==> config.mk <==
export PLATFORM = sky130hd
export DESIGN_NAME = calc_dispatcher
export DESIGN_NICKNAME = d
export VERILOG_FILES = /design/src/rtl/calc_pkg.sv /design/src/rtl/calc_operand_check.sv /design/src/rtl/calc_dispatcher.sv
export SDC_FILE = /design/constraint.sdc
export NUM_CORES = 1
export LEC_CHECK = 0
export ABC_AREA = 0
export CORE_MARGIN = 5
export CORE_UTILIZATION = 54
export DETAILED_ROUTE_END_ITERATION = 6
export PLACE_DENSITY = 0.87
export SLEW_MARGIN = 30
export SYNTH_ARGS = -nofsm -noshare
export SYNTH_HDL_FRONTEND = slang
export SYNTH_SLANG_ARGS = --single-unit
==> constraint.sdc <==
create_clock -name clk -period 9.7 [get_ports clk]
set_input_delay 1.94 -clock clk [delete_from_list [all_inputs] [get_ports clk]]
set_output_delay 1.94 -clock clk [all_outputs]
set_load 0.05 [all_outputs]
==> src/rtl/calc_pkg.sv <==
// Shared definitions for the matrix calculator front-end: op codes, error codes
// and the dispatcher state encoding.
package calc_pkg;

  localparam logic [2:0] OP_TRANSPOSE = 3'd0;
  localparam logic [2:0] OP_ADD       = 3'd1;
  localparam logic [2:0] OP_SCALAR    = 3'd2;
  localparam logic [2:0] OP_MUL       = 3'd3;

  localparam logic [2:0] ERR_NONE       = 3'd0;
  localparam logic [2:0] ERR_ILLEGAL_OP = 3'd1;
  localparam logic [2:0] ERR_RANGE      = 3'd2;
  localparam logic [2:0] ERR_MISMATCH   = 3'd3;
  localparam logic [2:0] ERR_ADDR       = 3'd4;
  localparam logic [2:0] ERR_TIMEOUT    = 3'd5;

  typedef enum logic [2:0] {
    ST_IDLE  = 3'd0,
    ST_CHECK = 3'd1,
    ST_START = 3'd2,
    ST_WAIT  = 3'd3,
    ST_DONE  = 3'd4,
    ST_ERR   = 3'd5
  } state_e;

endpackage

==> src/rtl/calc_operand_check.sv <==
// Combinational validation of latched operand descriptors; yields the first
// failing check's error code and the result matrix dimensions.
module calc_operand_check
  import calc_pkg::*;
#(
  parameter int unsigned MAX_DIM = 5
) (
  input  logic [2:0]  op_code_i,
  input  logic [7:0]  res_addr_i,
  input  logic [31:0] op1_m_i,
  input  logic [31:0] op1_n_i,
  input  logic [31:0] op2_m_i,
  input  logic [31:0] op2_n_i,
  output logic [2:0]  err_code_o,
  output logic [31:0] res_m_o,
  output logic [31:0] res_n_o
);

  function automatic logic dim_ok(input logic [31:0] d);
    return (d >= 32'd1) && (d <= 32'(MAX_DIM));
  endfunction

  logic        uses_op2;
  logic        dims_ok;
  logic        mismatch;
  logic [15:0] area;
  logic [16:0] addr_end;

  always_comb begin
    res_m_o  = op1_m_i;
    res_n_o  = op1_n_i;
    mismatch = 1'b0;
    uses_op2 = (op_code_i == OP_ADD) || (op_code_i == OP_MUL);
    dims_ok  = dim_ok(op1_m_i) && dim_ok(op1_n_i) &&
               (!uses_op2 || (dim_ok(op2_m_i) && dim_ok(op2_n_i)));
    case (op_code_i)
      OP_TRANSPOSE: begin
        res_m_o = op1_n_i;
        res_n_o = op1_m_i;
      end
      OP_ADD:  mismatch = (op1_m_i != op2_m_i) || (op1_n_i != op2_n_i);
      OP_MUL: begin
        mismatch = (op1_n_i != op2_m_i);
        res_n_o  = op2_n_i;
      end
      default: ;
    endcase
    // Only consulted once the range check passed, so the low byte holds the full dimension.
    area     = res_m_o[7:0] * res_n_o[7:0];
    addr_end = 17'(res_addr_i) + 17'(area);
    err_code_o = ERR_NONE;
    if (op_code_i[2])
      err_code_o = ERR_ILLEGAL_OP;
    else if (!dims_ok)
      err_code_o = ERR_RANGE;
    else if (mismatch)
      err_code_o = ERR_MISMATCH;
    else if (addr_end > 17'd256)
      err_code_o = ERR_ADDR;
  end

endmodule

==> src/rtl/calc_dispatcher.sv <==
// Request sequencer for the matrix core: latch, validate, start, await done.
// Optional watchdog in WAIT enabled by defining CALC_TIMEOUT_EN.
module calc_dispatcher
  import calc_pkg::*;
#(
  parameter int unsigned MAX_DIM        = 5,
  parameter int unsigned TIMEOUT_CYCLES = 4096
) (
  input  logic        clk,
  input  logic        rst_n,
  input  logic        i_req,
  input  logic [2:0]  i_op_code,
  input  logic [7:0]  i_op1_addr,
  input  logic [7:0]  i_op2_addr,
  input  logic [7:0]  i_res_addr,
  input  logic [31:0] i_op1_m,
  input  logic [31:0] i_op1_n,
  input  logic [31:0] i_op2_m,
  input  logic [31:0] i_op2_n,
  output logic        o_ready,
  output logic        o_busy,
  output logic        o_start_calc,
  output logic [2:0]  o_op_code,
  output logic [7:0]  o_op1_addr,
  output logic [7:0]  o_op2_addr,
  output logic [7:0]  o_res_addr,
  output logic [31:0] o_op1_m,
  output logic [31:0] o_op1_n,
  output logic [31:0] o_op2_m,
  output logic [31:0] o_op2_n,
  input  logic        i_calc_done,
  output logic [31:0] o_res_m,
  output logic [31:0] o_res_n,
  output logic        o_done,
  output logic        o_err,
  output logic [2:0]  o_err_code,
  input  logic        i_err_ack,
  output logic [15:0] o_op_count
);

  state_e      state_q, state_d;
  logic [2:0]  op_code_q;
  logic [7:0]  op1_addr_q, op2_addr_q, res_addr_q;
  logic [31:0] op1_m_q, op1_n_q, op2_m_q, op2_n_q;
  logic [31:0] chk_res_m_q, chk_res_n_q;
  logic [31:0] res_m_q, res_n_q;
  logic [2:0]  err_code_q;
  logic [15:0] op_count_q;
  logic [2:0]  chk_err;
  logic [31:0] chk_res_m, chk_res_n;
  logic        timeout_hit;

  calc_operand_check #(.MAX_DIM(MAX_DIM)) u_check (
    .op_code_i  (op_code_q),
    .res_addr_i (res_addr_q),
    .op1_m_i    (op1_m_q),
    .op1_n_i    (op1_n_q),
    .op2_m_i    (op2_m_q),
    .op2_n_i    (op2_n_q),
    .err_code_o (chk_err),
    .res_m_o    (chk_res_m),
    .res_n_o    (chk_res_n)
  );

`ifdef CALC_TIMEOUT_EN
  localparam int unsigned TMO_W = $clog2(TIMEOUT_CYCLES + 1);
  localparam logic [TMO_W-1:0] TMO_LAST = TMO_W'(TIMEOUT_CYCLES - 1);
  logic [TMO_W-1:0] timer_q;

  always_ff @(posedge clk or negedge rst_n) begin
    if (!rst_n)
      timer_q <= '0;
    else if (state_q == ST_START)
      timer_q <= '0;
    else if (state_q == ST_WAIT)
      timer_q <= timer_q + 1'b1;
  end

  assign timeout_hit = (state_q == ST_WAIT) && !i_calc_done && (timer_q == TMO_LAST);
`else
  assign timeout_hit = 1'b0;
  if (TIMEOUT_CYCLES == 0) begin : g_timeout_unused
  end
`endif

  always_comb begin
    state_d = state_q;
    case (state_q)
      ST_IDLE:  if (i_req) state_d = ST_CHECK;
      ST_CHECK: state_d = (chk_err != ERR_NONE) ? ST_ERR : ST_START;
      ST_START: state_d = ST_WAIT;
      // A done in the expiry cycle takes precedence over the watchdog.
      ST_WAIT: begin
        if (i_calc_done)      state_d = ST_DONE;
        else if (timeout_hit) state_d = ST_ERR;
      end
      ST_DONE:  state_d = ST_IDLE;
      ST_ERR:   if (i_err_ack) state_d = ST_IDLE;
      default:  state_d = ST_IDLE;
    endcase
  end

  always_ff @(posedge clk or negedge rst_n) begin
    if (!rst_n) begin
      state_q     <= ST_IDLE;
      op_code_q   <= '0;
      op1_addr_q  <= '0;
      op2_addr_q  <= '0;
      res_addr_q  <= '0;
      op1_m_q     <= '0;
      op1_n_q     <= '0;
      op2_m_q     <= '0;
      op2_n_q     <= '0;
      chk_res_m_q <= '0;
      chk_res_n_q <= '0;
      res_m_q     <= '0;
      res_n_q     <= '0;
      err_code_q  <= ERR_NONE;
      op_count_q  <= '0;
    end else begin
      state_q <= state_d;
      if (state_q == ST_IDLE && i_req) begin
        op_code_q  <= i_op_code;
        op1_addr_q <= i_op1_addr;
        op2_addr_q <= i_op2_addr;
        res_addr_q <= i_res_addr;
        op1_m_q    <= i_op1_m;
        op1_n_q    <= i_op1_n;
        op2_m_q    <= i_op2_m;
        op2_n_q    <= i_op2_n;
      end
      if (state_q == ST_CHECK) begin
        chk_res_m_q <= chk_res_m;
        chk_res_n_q <= chk_res_n;
        err_code_q  <= chk_err;
      end
      // Count and result become visible together with the o_done pulse.
      if (state_q == ST_WAIT && i_calc_done) begin
        op_count_q <= op_count_q + 16'd1;
        res_m_q    <= chk_res_m_q;
        res_n_q    <= chk_res_n_q;
      end
`ifdef CALC_TIMEOUT_EN
      if (timeout_hit)
        err_code_q <= ERR_TIMEOUT;
`endif
      if (state_q == ST_ERR && i_err_ack)
        err_code_q <= ERR_NONE;
    end
  end

  assign o_ready      = (state_q == ST_IDLE);
  assign o_busy       = (state_q == ST_CHECK) || (state_q == ST_START) || (state_q == ST_WAIT);
  assign o_start_calc = (state_q == ST_START);
  assign o_done       = (state_q == ST_DONE);
  assign o_err        = (state_q == ST_ERR);
  assign o_err_code   = err_code_q;
  assign o_op_count   = op_count_q;
  assign o_res_m      = res_m_q;
  assign o_res_n      = res_n_q;
  assign o_op_code    = op_code_q;
  assign o_op1_addr   = op1_addr_q;
  assign o_op2_addr   = op2_addr_q;
  assign o_res_addr   = res_addr_q;
  assign o_op1_m      = op1_m_q;
  assign o_op1_n      = op1_n_q;
  assign o_op2_m      = op2_m_q;
  assign o_op2_n      = op2_n_q;

endmodule
## Word level (Yosys, flattened, before mapping)

Index checks and enable logic that the tools add are counted.

| operators by class | value |
|---|---|
| reductions and logical operators | 21 |
| add/subtract/negate cells | 2 |
| muxes and demuxes | 14 |
| multipliers | 1 |
| equality and inequality tests | 13 |
| $lt $le $gt $ge | 9 |

Operators by type and width:

| operator | number |
|---|---|
| 32-bit by 1-bit >= comparator with 1-bit output (second input constant) | 4 |
| 32-bit by 3-bit less-or-equal comparator with 1-bit output (second input constant) | 4 |
| 32-bit inequality test | 3 |
| 32-bit case mux with 2 select lines | 1 |
| 32-bit 2-to-1 mux | 1 |
| 3-bit 2-to-1 mux | 10 |
| 8-bit by 16-bit adder with 17-bit output | 1 |
| 17-bit by 9-bit greater-than comparator with 1-bit output (second input constant) | 1 |
| 16-bit by 1-bit adder with 16-bit output (second input constant) | 1 |
| 8-bit by 8-bit multiplier with 16-bit output | 1 |
| 3-bit case mux with 5 select lines | 1 |
| 1-bit logical AND | 10 |
| 3-bit by 2-bit equality test with 1-bit output (second input constant) | 3 |
| 3-bit by 1-bit equality test with 1-bit output (second input constant) | 2 |
| 3-bit equality test (second input constant) | 2 |
| 3-bit zero test | 2 |
| 1-bit logical OR | 5 |
| 2-bit inequality test (second input constant) | 2 |
| 3-bit AND reduction | 1 |
| 3-bit nonzero test | 1 |
| 2-bit by 1-bit inequality test with 1-bit output (second input constant) | 1 |
| 1-bit case mux with 2 select lines | 1 |
| 2-bit nonzero test | 1 |
| 1-bit zero test | 1 |

| word-level totals | value |
|---|---|
| bits of input ports | 160 |
| register bits after elaboration | 305 |
| word-level logic and storage cells | 75 |

## Longest topological paths before layout

| logic depth | value |
|---|---|
| word-level depth | 12 |
| gate-level depth with buffers | 25 |

## Modules after synthesis

A second synthesis with hierarchy kept.

| unflattened totals | value |
|---|---|
| cell total of the unflattened synthesis | 1,467 |
| area, all modules | 16,424.5 µm² |

Modules (own cells, without submodules):

| module | cells each | times used | area each (µm²) |
|---|---|---|---|
| calc_dispatcher | 834 | 1 | 11,648.7 |
| calc_operand_check | 633 | 1 | 4,775.8 |

## Worst setup path before layout

Ideal clock, no wire load.

| path | value |
|---|---|
| path kind | reg2reg |
| start | register op_code_q[2], in the netlist o_op_code[2] |
| end | register state_q[1] |
| buffers on the path | 2 |
| required time | 9.622 ns |
| arrival time | 6.105 ns |
| stages on the path, launching flop included | 24 |
| setup slack | 3.517 ns |
| cells stage by stage | dfrtp_1 > inv_1 > and3_1 > clkbuf_1 > nor2_1 > clkbuf_1 > a21oi_1 > or2_1 > fa_1 > fa_1 > inv_1 > fa_1 > inv_1 > fa_1 > inv_1 > ha_1 > nand3_1 > o22ai_2 > o22ai_1 > o211a_1 > nor3_1 > nand4_1 > or4_1 > a21oi_1 |

| on the way | value |
|---|---|
| longest elaborated chain between the ends | 12 |
| elaborated cells between the ends (all ways) | 20 |

Ends and longest elaborated chain:

| item | RTL line | RTL |
|---|---|---|
| from (decl) | calc_dispatcher.sv:42 | `logic [2:0] op_code_q;` |
| from (signal assigned) | calc_dispatcher.sv:123 | `op_code_q <= i_op_code;` |
| 3-bit by 2-bit equality test with 1-bit output / 3-bit zero test (equally long branches) | calc_operand_check.sv:33, calc_operand_check.sv:36 |  |
| 32-bit case mux with 2 select lines / 32-bit 2-to-1 mux (equally long branches) | calc_operand_check.sv:36 | `case (op_code_i)` |
| 8-bit by 8-bit multiplier with 16-bit output | calc_operand_check.sv:49 | `area = res_m_o[7:0] * res_n_o[7:0];` |
| 8-bit by 16-bit adder with 17-bit output | calc_operand_check.sv:50 | `addr_end = 17'(res_addr_i) + 17'(area);` |
| 17-bit by 9-bit greater-than comparator with 1-bit output | calc_operand_check.sv:58 | `else if (addr_end > 17'd256)` |
| 3-bit 2-to-1 mux | calc_operand_check.sv:58 |  |
| 3-bit 2-to-1 mux | calc_operand_check.sv:56 | `else if (mismatch)` |
| 3-bit 2-to-1 mux | calc_operand_check.sv:54 | `else if (!dims_ok)` |
| 3-bit 2-to-1 mux * | calc_operand_check.sv:52 | `if (op_code_i[2])` |
| 3-bit nonzero test * | calc_dispatcher.sv:90 | `ST_CHECK: state_d = (chk_err != ERR_NONE) ? ST_ERR : ST_START;` |
| 3-bit 2-to-1 mux * | calc_dispatcher.sv:90 |  |
| 3-bit case mux with 5 select lines * | calc_dispatcher.sv:88 | `case (state_q)` |
| to (signal assigned) | calc_dispatcher.sv:121 | `state_q <= state_d;` |
| to (decl) | calc_dispatcher.sv:41 | `state_e state_q, state_d;` |

Mark *: on every way between the ends. The rest lies on a longest branch, timed or not.
A chain may end at the register's enable or synchronous reset.

## Worst setup path after layout

Ends and elaborated chain as after synthesis.

==> flow_summary.yaml <==
cells_and_area:
  syn_to_final_growth_pct: 33.6
  fillers: 2105
  multi_input_area_sq_mm: 0.00781
  final_layout_size_suffix_gt1_share_pct: 12.2
  finalNetCount: 2134
  antenna-diode-count: 0
  final-seq-area_sq_mm: 0.00763
  instances_no_fill: 2300
clocking:
  cts_tree: "done"
  clkLatencyLatePin_ns: 0.53
  hold_buffers: 0
  cts_resized: 0
  clock-root-buffer: "clkbuf_16"
  clk_pin_slew_ns: 0.06
  clock_sinks: 305
  cts_buffers: 34
  cts_setup_buffers: 0
  h-tree-depth: 2
  clockBufferDepth: 3
timing:
  relSlewSlack_pct: 36.0
  rsz0062_at_grt: "no"
  slew_violations: 0
  holdWs_ns: 0.460
  hold_viol_final: 0
  tightest_slew_ns: 0.959
  period_minus_slack_ns: 7.02
  finalCritPeriodShare_pct: 72.3
  setup_viol: 0
  finalClockSkew_ns: 0.0196
  max_freq_mhz: 143
  fin_tns_setup_ns: 0
min_path:
  hold_path_class: "flip-flop to flip-flop"
floorplan:
  die_h_um: 182
  die_area_sq_mm: 0.0333
  fp.dieW_um: 182
  pin_count: 403
  placement_rows: 63
  coreArea_sq_mm: 0.0295
  initial_core_util_pct: 54.4
worst_setup_path:
  start_kind: "flip-flop"
  crit_type: "flip-flop to flip-flop"
  cp.arrival_ns: 7.46
  cp.required_ns: 10.14
  endpoint_kind: "flip-flop"
  cp_max_fo: 68
  ff2ff_setup_slack_ns: 2.68
drt:
  wl_per_cell_um: 24.0
  num_vias: 13500
  routed_via_density: 5.85
  drtPass1Iterations: 5
  ant_nets: 0
  drc_errors: 0
  dr.first_iter.drc_count: 1364
  routed_wl_um: 55200
placement:
  hpwl_um: 40300
  globalplace.congestion: 0.974
  io_buffers: 402
  dp.cells: 2241
yosys:
  synth_edf_count: 0
  synthFlopType: "dfrtp_1"
  synthArstFlopShare_pct: 100
  ys_seq_area_share_pct: 47.6
  synth_cell_types: 57
  syn_area_sq_mm: 0.0160
  synth_area_per_cell_sq_um: 10.5
  ys_seq_elements: 305
  yosysWarnings: 0
  netlist_instances: 1522
  synth_nets: 1767
global_routing:
  antenna_found_initial: 0
  grt_max_degree: 173
  grt_usage_pct: 32.5
  gr-total-overflow: 0
  grt_pass1_vias: 13800
  grt_pass1_wl_um: 83900
status:
  outcome: "completed"
run:
  drv_cap: 0
per-stage QoR:
stage | instance area, sq um | util, % | setup slack [ns]
global route | 21400 | 72.7 | 2.19
CTS | 21400 | 72.5 | 2.73
global placement | 20300 | 68.9 | 2.93
floorplan | 16000 | - | 3.52
finish | 21400 | 72.7 | 2.68
detailed placement | 20300 | 68.9 | 2.76
cells by family (layout without fill, tap and decap cells):
logic type,count (synthesis),count (layout),synth area share (%)
XOR/XNOR,115,115,6.28
flip-flops,305,305,47.6
AO/OA/AOI/OAI,160,160,6.45
multiplexers,187,187,12.8
AND/OR/NAND/NOR,516,516,14.3
buffers and inverters,154,542,3.88
adder cells (fa/ha/maj),85,85,8.69
worst max-delay path, stage by stage, from the launching register on:
cell and delay [ns]:
dfrtp_1 0.49, nor3_2 0.22, buf_4 0.73, nor2_2 0.24
a21oi_1 0.80, or2_1 0.22, fa_1 0.45, fa_1 0.49
inv_1 0.05, fa_1 0.52, inv_1 0.05, fa_1 0.53
inv_1 0.04, ha_1 0.35, nand3_1 0.11, o22ai_2 0.25
o22ai_1 0.17, o211a_1 0.25, nor3_1 0.18, nand4_1 0.18
or4_1 0.43, a21oi_1 0.15
flip-flops by register name (all words and copies together), names as in the netlist:
name / count
o_op1_n: 32
o_res_addr: 8
o_op2_m: 32
o_op_code: 3
o_err_code: 3
o_op1_addr: 8
o_res_n: 32
chk_res_m_q: 32
state_q: 3
o_op_count: 16
o_op2_n: 32
o_op2_addr: 8
o_op1_m: 32
chk_res_n_q: 32
o_res_m: 32
layout by cell type (no fill, tap or decap), types with 4 or more instances in the layout:
cell type / n
and3_1: 6
mux2i_1: 36
a31oi_1: 27
nor4_1: 38
a22o_1: 7
fa_1: 44
nand2_1: 263
clkbuf_1: 9
a21oi_1: 57
inv_1: 69
nor3_1: 11
a22oi_1: 25
xor2_1: 34
a21o_1: 4
o21ai_0: 14
a211oi_1: 4
buf_4: 9
or2_2: 6
clkbuf_16: 34
clkbuf_8: 5
nor2_1: 114
nand2b_1: 19
nand4_1: 26
nand3_1: 10
xnor2_1: 81
clkdlybuf4s50_1: 401
dfrtp_1: 305
ha_1: 41
mux2_2: 151
synth_stat cells, types with 36 or more instances:
library cell | instances | share of area (%)
ha_1 | 41 | 3.2
clkbuf_1 | 59 | 1.4
a21oi_1 | 57 | 1.8
inv_1 | 69 | 1.6
dfrtp_1 | 305 | 48
mux2i_1 | 36 | 2.2
nor4_1 | 38 | 1.5
nand2_1 | 263 | 6.2
fa_1 | 44 | 5.5
nor2_1 | 116 | 2.7
xnor2_1 | 81 | 4.4
mux2_2 | 151 | 11
area by class of cell:
| type | count | share of cell area, % |
|---|---|---|
| clock inverter | 9 | 0.438 |
| tap | 390 | 2.28 |
| inverter | 69 | 1.21 |
| multi-input combinational | 1063 | 36.4 |
| sequential | 305 | 35.6 |
| timing repair buffer | 416 | 19.6 |
| clock buffer | 48 | 4.45 |
final timing paths:
| path | from | cells past startpoint | endpoint |
|---|---|---|---|
| worst min-delay path | chk_res_n_q[20]$_DFFE_PN0P_ | 2 | o_res_n[20]$_DFFE_PN0P_ |
| max in group asynchronous | rst_n | 3 | o_op2_n[2]$_DFFE_PN0P_ |
| worst max-delay path | o_op_code[2]$_DFFE_PN0P_ | 21 | state_q[1]$_DFFE_PN0P_ |
| min in group asynchronous | rst_n | 1 | o_op_count[15]$_DFFE_PN0P_ |
| worst min register to register | chk_res_n_q[20]$_DFFE_PN0P_ | 2 | o_res_n[20]$_DFFE_PN0P_ |
| worst max register to register | o_op_code[2]$_DFFE_PN0P_ | 21 | state_q[1]$_DFFE_PN0P_ |
layer usage:
layer | up-vias | global-route usage, % | routed length (um)
met5 | - | 0 | 0
met4 | 0 | 13.5 | 2820
met3 | 181 | 9.47 | 5770
met2 | 788 | 51.4 | 25500
met1 | 6578 | 42.4 | 21200
li1 | 5913 | - | -
Power is left out: the tool's default activity adds up to more than one toggle a clock period on the data nets, which glitch-free logic cannot reach.
